===== src/rtl/tpu_host_pkg.sv =====
// Shared types and constants for the TPU frame host: FSM state encoding,
// frame geometry and the pixel-to-bit index mapping.
package tpu_host_pkg;

    localparam int IMG_BITS = 1024;
    localparam int ROW_BITS = 32;

    typedef enum logic [2:0] {
        ST_IDLE      = 3'd0,
        ST_CLEAR     = 3'd1,
        ST_RESET_TPU = 3'd2,
        ST_ARM       = 3'd3,
        ST_RUN       = 3'd4
    } state_t;

    // Row-major bit index into the frame: y*32 + x.
    function automatic logic [9:0] pix_index(input logic [4:0] y, input logic [4:0] x);
        return {y, x};
    endfunction

endpackage


===== src/rtl/tpu_frame_buf.sv =====
// 32x32 1-bit drawing frame with a single-pixel write port and a
// whole-row clear port; the full frame is presented on one output bus.
module tpu_frame_buf
    import tpu_host_pkg::*;
(
    input  logic                clk,
    input  logic                rst,
    input  logic                wr_en,
    input  logic [4:0]          wr_x,
    input  logic [4:0]          wr_y,
    input  logic                wr_val,
    input  logic                clr_en,
    input  logic [4:0]          clr_row,
    output logic [IMG_BITS-1:0] frame
);

    logic [9:0] row_base;

    assign row_base = {clr_row, 5'd0};

    always_ff @(posedge clk) begin
        if (rst) begin
            frame <= '0;
        end else begin
            if (clr_en) begin
                frame[row_base +: ROW_BITS] <= '0;
            end
            if (wr_en) begin
                frame[pix_index(wr_y, wr_x)] <= wr_val;
            end
        end
    end

endmodule


===== src/rtl/tpu_frame_host.sv =====
// Host-side initiator for the TPU: owns the drawing frame, sequences TPU
// reset/run and latches the result. Macro TPU_HOST_AUTOCLEAR_EN clears the
// frame automatically after a successful capture.
//
// state        | meaning
// -------------+-------------------------------------------------------
// ST_IDLE      | waiting; pixel writes, clear_req and start_req accepted
// ST_CLEAR     | zeroing one frame row per cycle, rows 0..31
// ST_RESET_TPU | tpu_ena=1, tpu_rst_n=0 for RST_CYCLES cycles
// ST_ARM       | one settling cycle, stale tpu_done ignored
// ST_RUN       | waiting for tpu_done, bounded by TIMEOUT_CYCLES
module tpu_frame_host
    import tpu_host_pkg::*;
#(
    parameter int IMG_W          = 32,
    parameter int IMG_H          = 32,
    parameter int RST_CYCLES     = 2,
    parameter int TIMEOUT_CYCLES = 65535
) (
    input  logic                     clk,
    input  logic                     iRst,
    input  logic                     pix_wr_en,
    input  logic [4:0]               pix_x,
    input  logic [4:0]               pix_y,
    input  logic                     pix_val,
    input  logic                     clear_req,
    input  logic                     start_req,
    output logic                     busy,
    output logic                     tpu_ena,
    output logic                     tpu_rst_n,
    output logic [IMG_W*IMG_H-1:0]   tpu_image,
    input  logic [3:0]               tpu_num,
    input  logic                     tpu_overflow,
    input  logic                     tpu_done,
    output logic                     result_valid,
    output logic [3:0]               result_num,
    output logic                     result_overflow,
    output logic                     timeout_err
);

    localparam int RST_W = $clog2(RST_CYCLES + 1);

    state_t           state, state_nx;
    logic [4:0]       row_cnt, row_cnt_nx;
    logic [RST_W-1:0] rst_cnt, rst_cnt_nx;
    logic [15:0]      run_cnt, run_cnt_nx;
    logic             valid_nx, ovf_nx, terr_nx;
    logic [3:0]       num_nx;
    logic             buf_wr_en, buf_clr_en;

    always_ff @(posedge clk) begin
        if (iRst) begin
            state           <= ST_IDLE;
            row_cnt         <= '0;
            rst_cnt         <= '0;
            run_cnt         <= '0;
            result_valid    <= 1'b0;
            result_num      <= '0;
            result_overflow <= 1'b0;
            timeout_err     <= 1'b0;
        end else begin
            state           <= state_nx;
            row_cnt         <= row_cnt_nx;
            rst_cnt         <= rst_cnt_nx;
            run_cnt         <= run_cnt_nx;
            result_valid    <= valid_nx;
            result_num      <= num_nx;
            result_overflow <= ovf_nx;
            timeout_err     <= terr_nx;
        end
    end

    always_comb begin
        state_nx   = state;
        row_cnt_nx = row_cnt;
        rst_cnt_nx = rst_cnt;
        run_cnt_nx = run_cnt;
        valid_nx   = result_valid;
        num_nx     = result_num;
        ovf_nx     = result_overflow;
        terr_nx    = timeout_err;
        buf_wr_en  = 1'b0;
        buf_clr_en = 1'b0;

        case (state)
            ST_IDLE: begin
                // Requests pre-empt a same-cycle pixel write, which is dropped.
                if (clear_req) begin
                    state_nx   = ST_CLEAR;
                    row_cnt_nx = '0;
                end else if (start_req) begin
                    state_nx   = ST_RESET_TPU;
                    rst_cnt_nx = '0;
                    valid_nx   = 1'b0;
                    terr_nx    = 1'b0;
                end else begin
                    buf_wr_en  = pix_wr_en;
                end
            end
            ST_CLEAR: begin
                buf_clr_en = 1'b1;
                if (row_cnt == 5'(IMG_H - 1)) begin
                    state_nx = ST_IDLE;
                end else begin
                    row_cnt_nx = row_cnt + 5'd1;
                end
            end
            ST_RESET_TPU: begin
                if (rst_cnt == RST_W'(RST_CYCLES - 1)) begin
                    state_nx = ST_ARM;
                end else begin
                    rst_cnt_nx = rst_cnt + RST_W'(1);
                end
            end
            ST_ARM: begin
                state_nx   = ST_RUN;
                run_cnt_nx = '0;
            end
            ST_RUN: begin
                if (tpu_done) begin
                    valid_nx = 1'b1;
                    num_nx   = tpu_num;
                    ovf_nx   = tpu_overflow;
`ifdef TPU_HOST_AUTOCLEAR_EN
                    state_nx   = ST_CLEAR;
                    row_cnt_nx = '0;
`else
                    state_nx   = ST_IDLE;
`endif
                end else if (run_cnt == 16'(TIMEOUT_CYCLES - 1)) begin
                    terr_nx  = 1'b1;
                    state_nx = ST_IDLE;
                end else if (run_cnt != 16'hFFFF) begin
                    run_cnt_nx = run_cnt + 16'd1;
                end
            end
            default: state_nx = ST_IDLE;
        endcase
    end

    assign busy      = (state != ST_IDLE);
    assign tpu_ena   = (state == ST_RESET_TPU) || (state == ST_ARM) || (state == ST_RUN);
    assign tpu_rst_n = (state != ST_RESET_TPU);

    tpu_frame_buf u_frame_buf (
        .clk     (clk),
        .rst     (iRst),
        .wr_en   (buf_wr_en),
        .wr_x    (pix_x),
        .wr_y    (pix_y),
        .wr_val  (pix_val),
        .clr_en  (buf_clr_en),
        .clr_row (row_cnt),
        .frame   (tpu_image)
    );

endmodule

===== config.mk =====
export PLATFORM = sky130hd
export DESIGN_NAME = tpu_frame_host
export DESIGN_NICKNAME = d
export VERILOG_FILES = /design/src/rtl/tpu_host_pkg.sv /design/src/rtl/tpu_frame_buf.sv /design/src/rtl/tpu_frame_host.sv
export SDC_FILE = /design/constraint.sdc
export NUM_CORES = 2
export LEC_CHECK = 0
export ABC_AREA = 1
export CAP_MARGIN = 20
export CORE_AREA = 3 3 405 407
export CTS_BUF_LIST = sky130_fd_sc_hd__clkbuf_4 sky130_fd_sc_hd__clkbuf_8
export DETAILED_ROUTE_END_ITERATION = 7
export DIE_AREA = 0 0 408 410
export PLACE_DENSITY = 0.48
export SLEW_MARGIN = 20
export SYNTH_ARGS = -nofsm -noshare
export SYNTH_HDL_FRONTEND = slang
export SYNTH_SLANG_ARGS = --single-unit

===== constraint.sdc =====
create_clock -name clk -period 3.3 [get_ports clk]
set_input_delay 0.33 -clock clk [delete_from_list [all_inputs] [get_ports clk]]
set_output_delay 0.33 -clock clk [all_outputs]
set_load 0.05 [all_outputs]

After elaboration in Yosys (flattened, before gate mapping):

Cells that the tools add are included.

* input bits: 22
* logic and storage cells: 92
* register bits: 1057
* output and inout bits: 1034

* muxes and demuxes: 36
* equality and inequality tests: 23
* add/subtract/negate cells: 4
* reductions and logical operators: 16
* magnitude comparators: 2
* shifts and indexed selects: 2

Operator list (count)
* 1024-bit two-way mux: 3
* 1024-bit bitwise mux: 2
* 32-bit by 12-bit variable shift with 1024-bit output (first input constant): 1
* 32-bit by 12-bit indexed part select with 1024-bit output (first input constant): 1
* 16-bit two-way mux: 3
* 16-bit case mux with 2 select lines: 1
* 2-bit inequality test (second input constant): 12
* 3-bit two-way mux: 6
* 16-bit by 1-bit adder with 16-bit output (second input constant): 1
* 16-bit == test (second input constant): 1
* 16-bit inequality test (second input constant): 1
* 4-bit AND reduction: 4
* 3-bit case mux with 5 select lines: 1
* 10-bit negation with 12-bit output: 1
* 10-bit by 11-bit less-than comparator with 1-bit output (second input constant): 1
* 1-bit demux with 10-bit select: 1
* 10-bit by 1-bit >= comparator with 1-bit output (second input constant): 1
* 1-bit two-way mux: 10
* 5-bit two-way mux: 2
* 5-bit case mux with 2 select lines: 1
* 2-bit nonzero test: 4
* 3-bit by 2-bit == test with 1-bit output (second input constant): 2
* 2-bit two-way mux: 3
* 3-bit inequality test (second input constant): 2
* 16 further kinds: 18

Depth between registers and ports, before layout:

* depth in word-level cells: 7
* depth in mapped cells: 13
* mapped depth without buffers: 12

Cells and area by module:

A second synthesis with hierarchy kept.

* cell total of the unflattened synthesis: 6697
* area, all modules: 46306.9 µm²

By module, submodules not included
* tpu_frame_buf: times used 1, cells each 6396, seq. area each 20499.7 µm², area each 44365.0 µm²
* tpu_frame_host: times used 1, cells each 301, seq. area each 660.6 µm², area each 1941.9 µm²

Worst setup path before layout:

OpenSTA, ideal clock, no wires.

* path kind: flip-flop to flip-flop
* start: register state[1]
* end: register u_frame_buf.frame[796]
* stages on the path, launching flop included: 10
* buffers on the path: 1
* required time: 3.181 ns
* data arrival time: 1.893 ns
* setup time: 0.119 ns
* clock period less this slack: 2.012 ns
* slack: 1.288 ns
* path through: dfxtp_1 -> nor2_2 -> nand2_2 -> nor2_4 -> nand2_1 -> nor2_2 -> buf_4 -> nand2_1 -> o21ai_0 -> a21oi_1

* word-level cells in the longest chain between the ends: 6
* elaborated cells on any way between the ends: 8
* classes of those cells: 1 x eq/ne; 6 x mux; 1 x reduce/logical

RTL lines
* from (decl): RTL line tpu_frame_host.sv:43 `state_t state, state_nx;`
* from (signal assigned): RTL line tpu_frame_host.sv:62 `state <= state_nx;`
* 3-bit by 1-bit == test with 1-bit output: RTL line tpu_frame_host.sv:85 `case (state)`
* 1-bit two-way mux: RTL line tpu_frame_host.sv:85
* 1024-bit two-way mux: RTL line tpu_frame_buf.sv:25 `if (clr_en) begin`
* 1024-bit two-way mux: RTL line tpu_frame_buf.sv:22 `if (rst) begin`
* 1024-bit bitwise mux: RTL line tpu_frame_buf.sv:29 `frame[pix_index(wr_y, wr_x)] <= wr_val;`
* 1024-bit two-way mux (*): RTL line tpu_frame_buf.sv:28 `if (wr_en) begin`
* to (signal, indexed assignment): RTL line tpu_frame_buf.sv:29
* to (decl): RTL line tpu_frame_buf.sv:14 `output logic [IMG_BITS-1:0] frame`

Every way passes the cells marked *; elsewhere a longest branch is shown, timed or not. The select of a mux whose other input is x is not followed.
A chain may end at the register's enable or synchronous reset.

Worst setup path in the final report:

* start: register state[1]
* end: output tpu_ena

* word-level cells in the longest chain between the ends: 3
* elaborated cells on any way between the ends: 5
* classes of those cells: 3 x eq/ne; 2 x reduce/logical

RTL lines
* 3-bit by 2-bit == test with 1-bit output: RTL line tpu_frame_host.sv:142 `assign tpu_ena = (state == ST_RESET_TPU) || (state == ST_ARM) || (state == ST_RUN);`
* 1-bit logical OR: RTL line tpu_frame_host.sv:142
* 1-bit logical OR (*): RTL line tpu_frame_host.sv:142
* to (decl): RTL line tpu_frame_host.sv:29 `output logic tpu_ena,`

Every way passes the cells marked *; elsewhere a longest branch is shown, timed or not.

==> results_dict.tcl <==
set metrics [dict create \
    gp_congestion 0.8209 \
    max_cap_violations 0 \
    p_leak_nw 20.04 \
    dieArea_sq_um 167300 \
    crit_path_top_delay_cell "dlygate4sd2_1" \
    cpMostUsedCell "nand2_1" \
    hold_viol_final 0 \
    crit_family "simple AND/OR/NAND/NOR gates" \
    h-tree-depth 4 \
    grtUsageTotal_pct 27.55 \
    yosysWarnings 0 \
    num_vias 47810 \
    cp_num_buf_inv 1 \
    antenna_left 0 \
    antenna_found_initial 19 \
    start_util_pct 27.51 \
    die_y_microns 410 \
    hpwl_microns 158000 \
    grt_pass1_wl_microns 337100 \
    outcome "finished, final reports clean" \
    synth_cell_types 31 \
    drv_slew 0 \
    viasPerCell 4.987 \
    die_w_microns 408 \
    dr.pass1.iters 5 \
    crit_chain "nor2_2 -> nand2_1 -> nand2_1 -> dlygate4sd2_1" \
    start_kind "flip-flop" \
    setup_viol 0 \
    rows 147 \
    overflow 0 \
    fin_ws_ns 0.2533 \
    crit_fanout 19 \
    worstPathArrival_ns 2.72 \
    end_kind "output port" \
    ios 1056 \
    rsz0062_at_grt "false" \
    ctsLongestPathBuffers 3 \
    syn_to_final_growth_pct 40.28 \
    p_switching_w 0.007886 \
    clock.fmax_ghz 0.3282 \
    dpl.cell_count 9234 \
    clkTransAtPathRegs_ns 0.06 \
    tightestPinTransition_ns 0.9986 \
    max_stage_delay_ns 0.62 \
    ys.flop_type "dfxtp_1" \
    timing.final.crit_share_pct 92.33 \
    tritoncts "built" \
    syn-cell-area_sq_um 44170 \
    peakVddDrop_mv 0.3627 \
    synthArstFlopShare_pct 0 \
    synth_area_per_cell_sq_um 6.960 \
    stdcell_count 9585 \
    required_ns 2.97 \
    port_buffers 1055 \
    p_int_w 0.02086 \
    p_sw_share_pct 27.43 \
    syn_nets 6377 \
    drive_gt1_share_pct 8.622 \
    ys_seq_elements 1057 \
    drc 0 \
    pwr-share-seq_pct 44.7 \
    cts_made_buffers 195 \
    nets 7310 \
    cts.sinks 1057 \
    yosysSeqAreaShare_pct 47.91 \
    hp-class "in2reg" \
    relSlewSlack_pct 33.43 \
    pwr-share-comb_pct 7.6 \
    layout_min_cycle_time_ns 3.047 \
    skew_ns 0.04291 \
    setup_tns_ns 0 \
    path_class "reg2out" \
    cts_root_buffer "clkbuf_8" \
    drt_iter0_markers 4785 \
    wl_microns 242800 \
    dpl_worst_slack_ns 0.2404 \
    synth_edf_count 0 \
    insertion_delay_ns 0.94 \
    grt_max_degree 220 \
    p_per_area_nw_per_um2 464.0 \
    core_area_sq_um 160600 \
    grt_pass1_vias 43740 \
    pwr-share-clk_pct 47.7 \
    synthCells 6346 \
    route.detailed.wl_per_inst_microns 25.33 \
]
[cells in the mapped netlist (4+ instances only)]
library cell  count  area share [%]
dfxtp_1        1057              48
nor3_1           12            0.14
nor2_2           13            0.18
buf_2           127             1.4
o21ai_0         899              10
inv_1            81            0.69
o21ai_1          13            0.15
nand3_1         152             1.7
nor3_2            4           0.091
a31oi_1          25            0.35
buf_1            24            0.20
nand2_1        2330              20
inv_2             6           0.051
nor2_1          155             1.3
nand4_1           4           0.057
buf_4             4           0.068
a21oi_1        1031              12
clkbuf_1        372             3.2
ha_1              9            0.25
a211oi_1          4           0.068
o21bai_1          5           0.085
[power groups by stage]
stage	clock network, W	registers (W)	logic [W]
2_1_floorplan	0	0.0131	0.00134
3_3_place_gp	0	0.0131	0.00217
3_5_place_dp	0	0.0131	0.00218
4_1_cts	0.0141	0.0129	0.00219
5_1_grt	0.0146	0.0129	0.00238
6_report	0.0137	0.0129	0.00219
[area by class of cell]
| class | count | area [sq um] |
|---|---|---|
| Antenna cell | 2 | 5.005 |
| Sequential cell | 1057 | 21160 |
| Clock inverter | 34 | 327.8 |
| Inverter | 89 | 344.1 |
| Multi-Input combinational cell | 4671 | 20850 |
| Tap cell | 2160 | 2703 |
| Timing Repair Buffer | 1265 | 12720 |
| Fill cell | 16630 | 98610 |
| Clock buffer | 307 | 3856 |
[what timing repair did]
action                                  4_1_cts  5_1_grt
hold buffers                                  8        0
hold endpoints to repair                    128        0
endpoints found under the setup margin        1        0
gates resized for setup                       1        0
buffers inserted                              0        0
[worst paths after layout]
path	from	endpoint	slack, ns	cells after the start
worst max-delay path	state[1]	tpu_ena	0.25	4
worst min-delay path	tpu_done	result_num[3]	0.18	4
worst max register to register	row_cnt[0]	u_frame_buf.frame[447]	0.63	12
worst min register to register	u_frame_buf.frame[763]	u_frame_buf.frame[763]	0.45	2
[layout by cell type (no fill, tap or decap), drive strengths merged, types with 2 or more instances in the layout]
| cell type | count |
|---|---|
| a211oi | 4 |
| a21oi | 1031 |
| a31oi | 25 |
| buf | 205 |
| clkbuf | 307 |
| clkdlybuf4s50 | 1051 |
| clkinv | 21 |
| dfxtp | 1057 |
| diode | 2 |
| dlygate4sd3 | 8 |
| ha | 9 |
| inv | 100 |
| nand2 | 2332 |
| nand3 | 152 |
| nand3b | 2 |
| nand4 | 4 |
| nor2 | 169 |
| nor3 | 19 |
| o21ai | 912 |
| o21bai | 6 |
| or2 | 2 |
| xnor2 | 3 |
[registers in the layout, summed over array words and instances, names as in the netlist]
register / count
result_overflow: 1
rst_cnt: 2
timeout_err: 1
result_valid: 1
state: 3
run_cnt: 16
u_frame_buf.frame: 1024
row_cnt: 5
result_num: 4
[logic make-up after synthesis]
logic type,Yosys count,synth area share [%]
simple gates,2681,23.55
flops,1057,47.91
compound gates,1978,22.55
fa+ha+maj,9,0.2550
xor+xnor,3,0.05950
buf+inv,618,5.680
[layer usage]
metal	vias up	GRT usage (%)	wire [microns]
li1	22820	-	-
met1	22690	35.09	103000
met2	1915	43.86	109200
met3	372	8.532	21490
met4	8	9.783	9043
met5	-	0	50
[worst min-delay path: stages]
cell and delay [ns]:
clkdlybuf4s50_1 0.39, buf_4 0.17, nand3_1 0.09, a21oi_1 0.06
[stage by stage]
| stage | hold WS [ns] | util, % | total power, W | instance area [sq um] |
|---|---|---|---|---|
| after detailed placement | 0.4467 | 35.93 | 0.01531 | 57690 |
| final | 0.1798 | 38.59 | 0.02875 | 61960 |
| after global placement | 0.4439 | 35.93 | 0.01530 | 57700 |
| after floorplan | 0.4256 | - | 0.01448 | 44170 |
| after global routing | 0.1360 | 38.59 | 0.02980 | 61960 |
| after CTS | 0.04841 | 38.58 | 0.02909 | 61950 |
No activity file was read; power rests on OpenSTA's default activity.
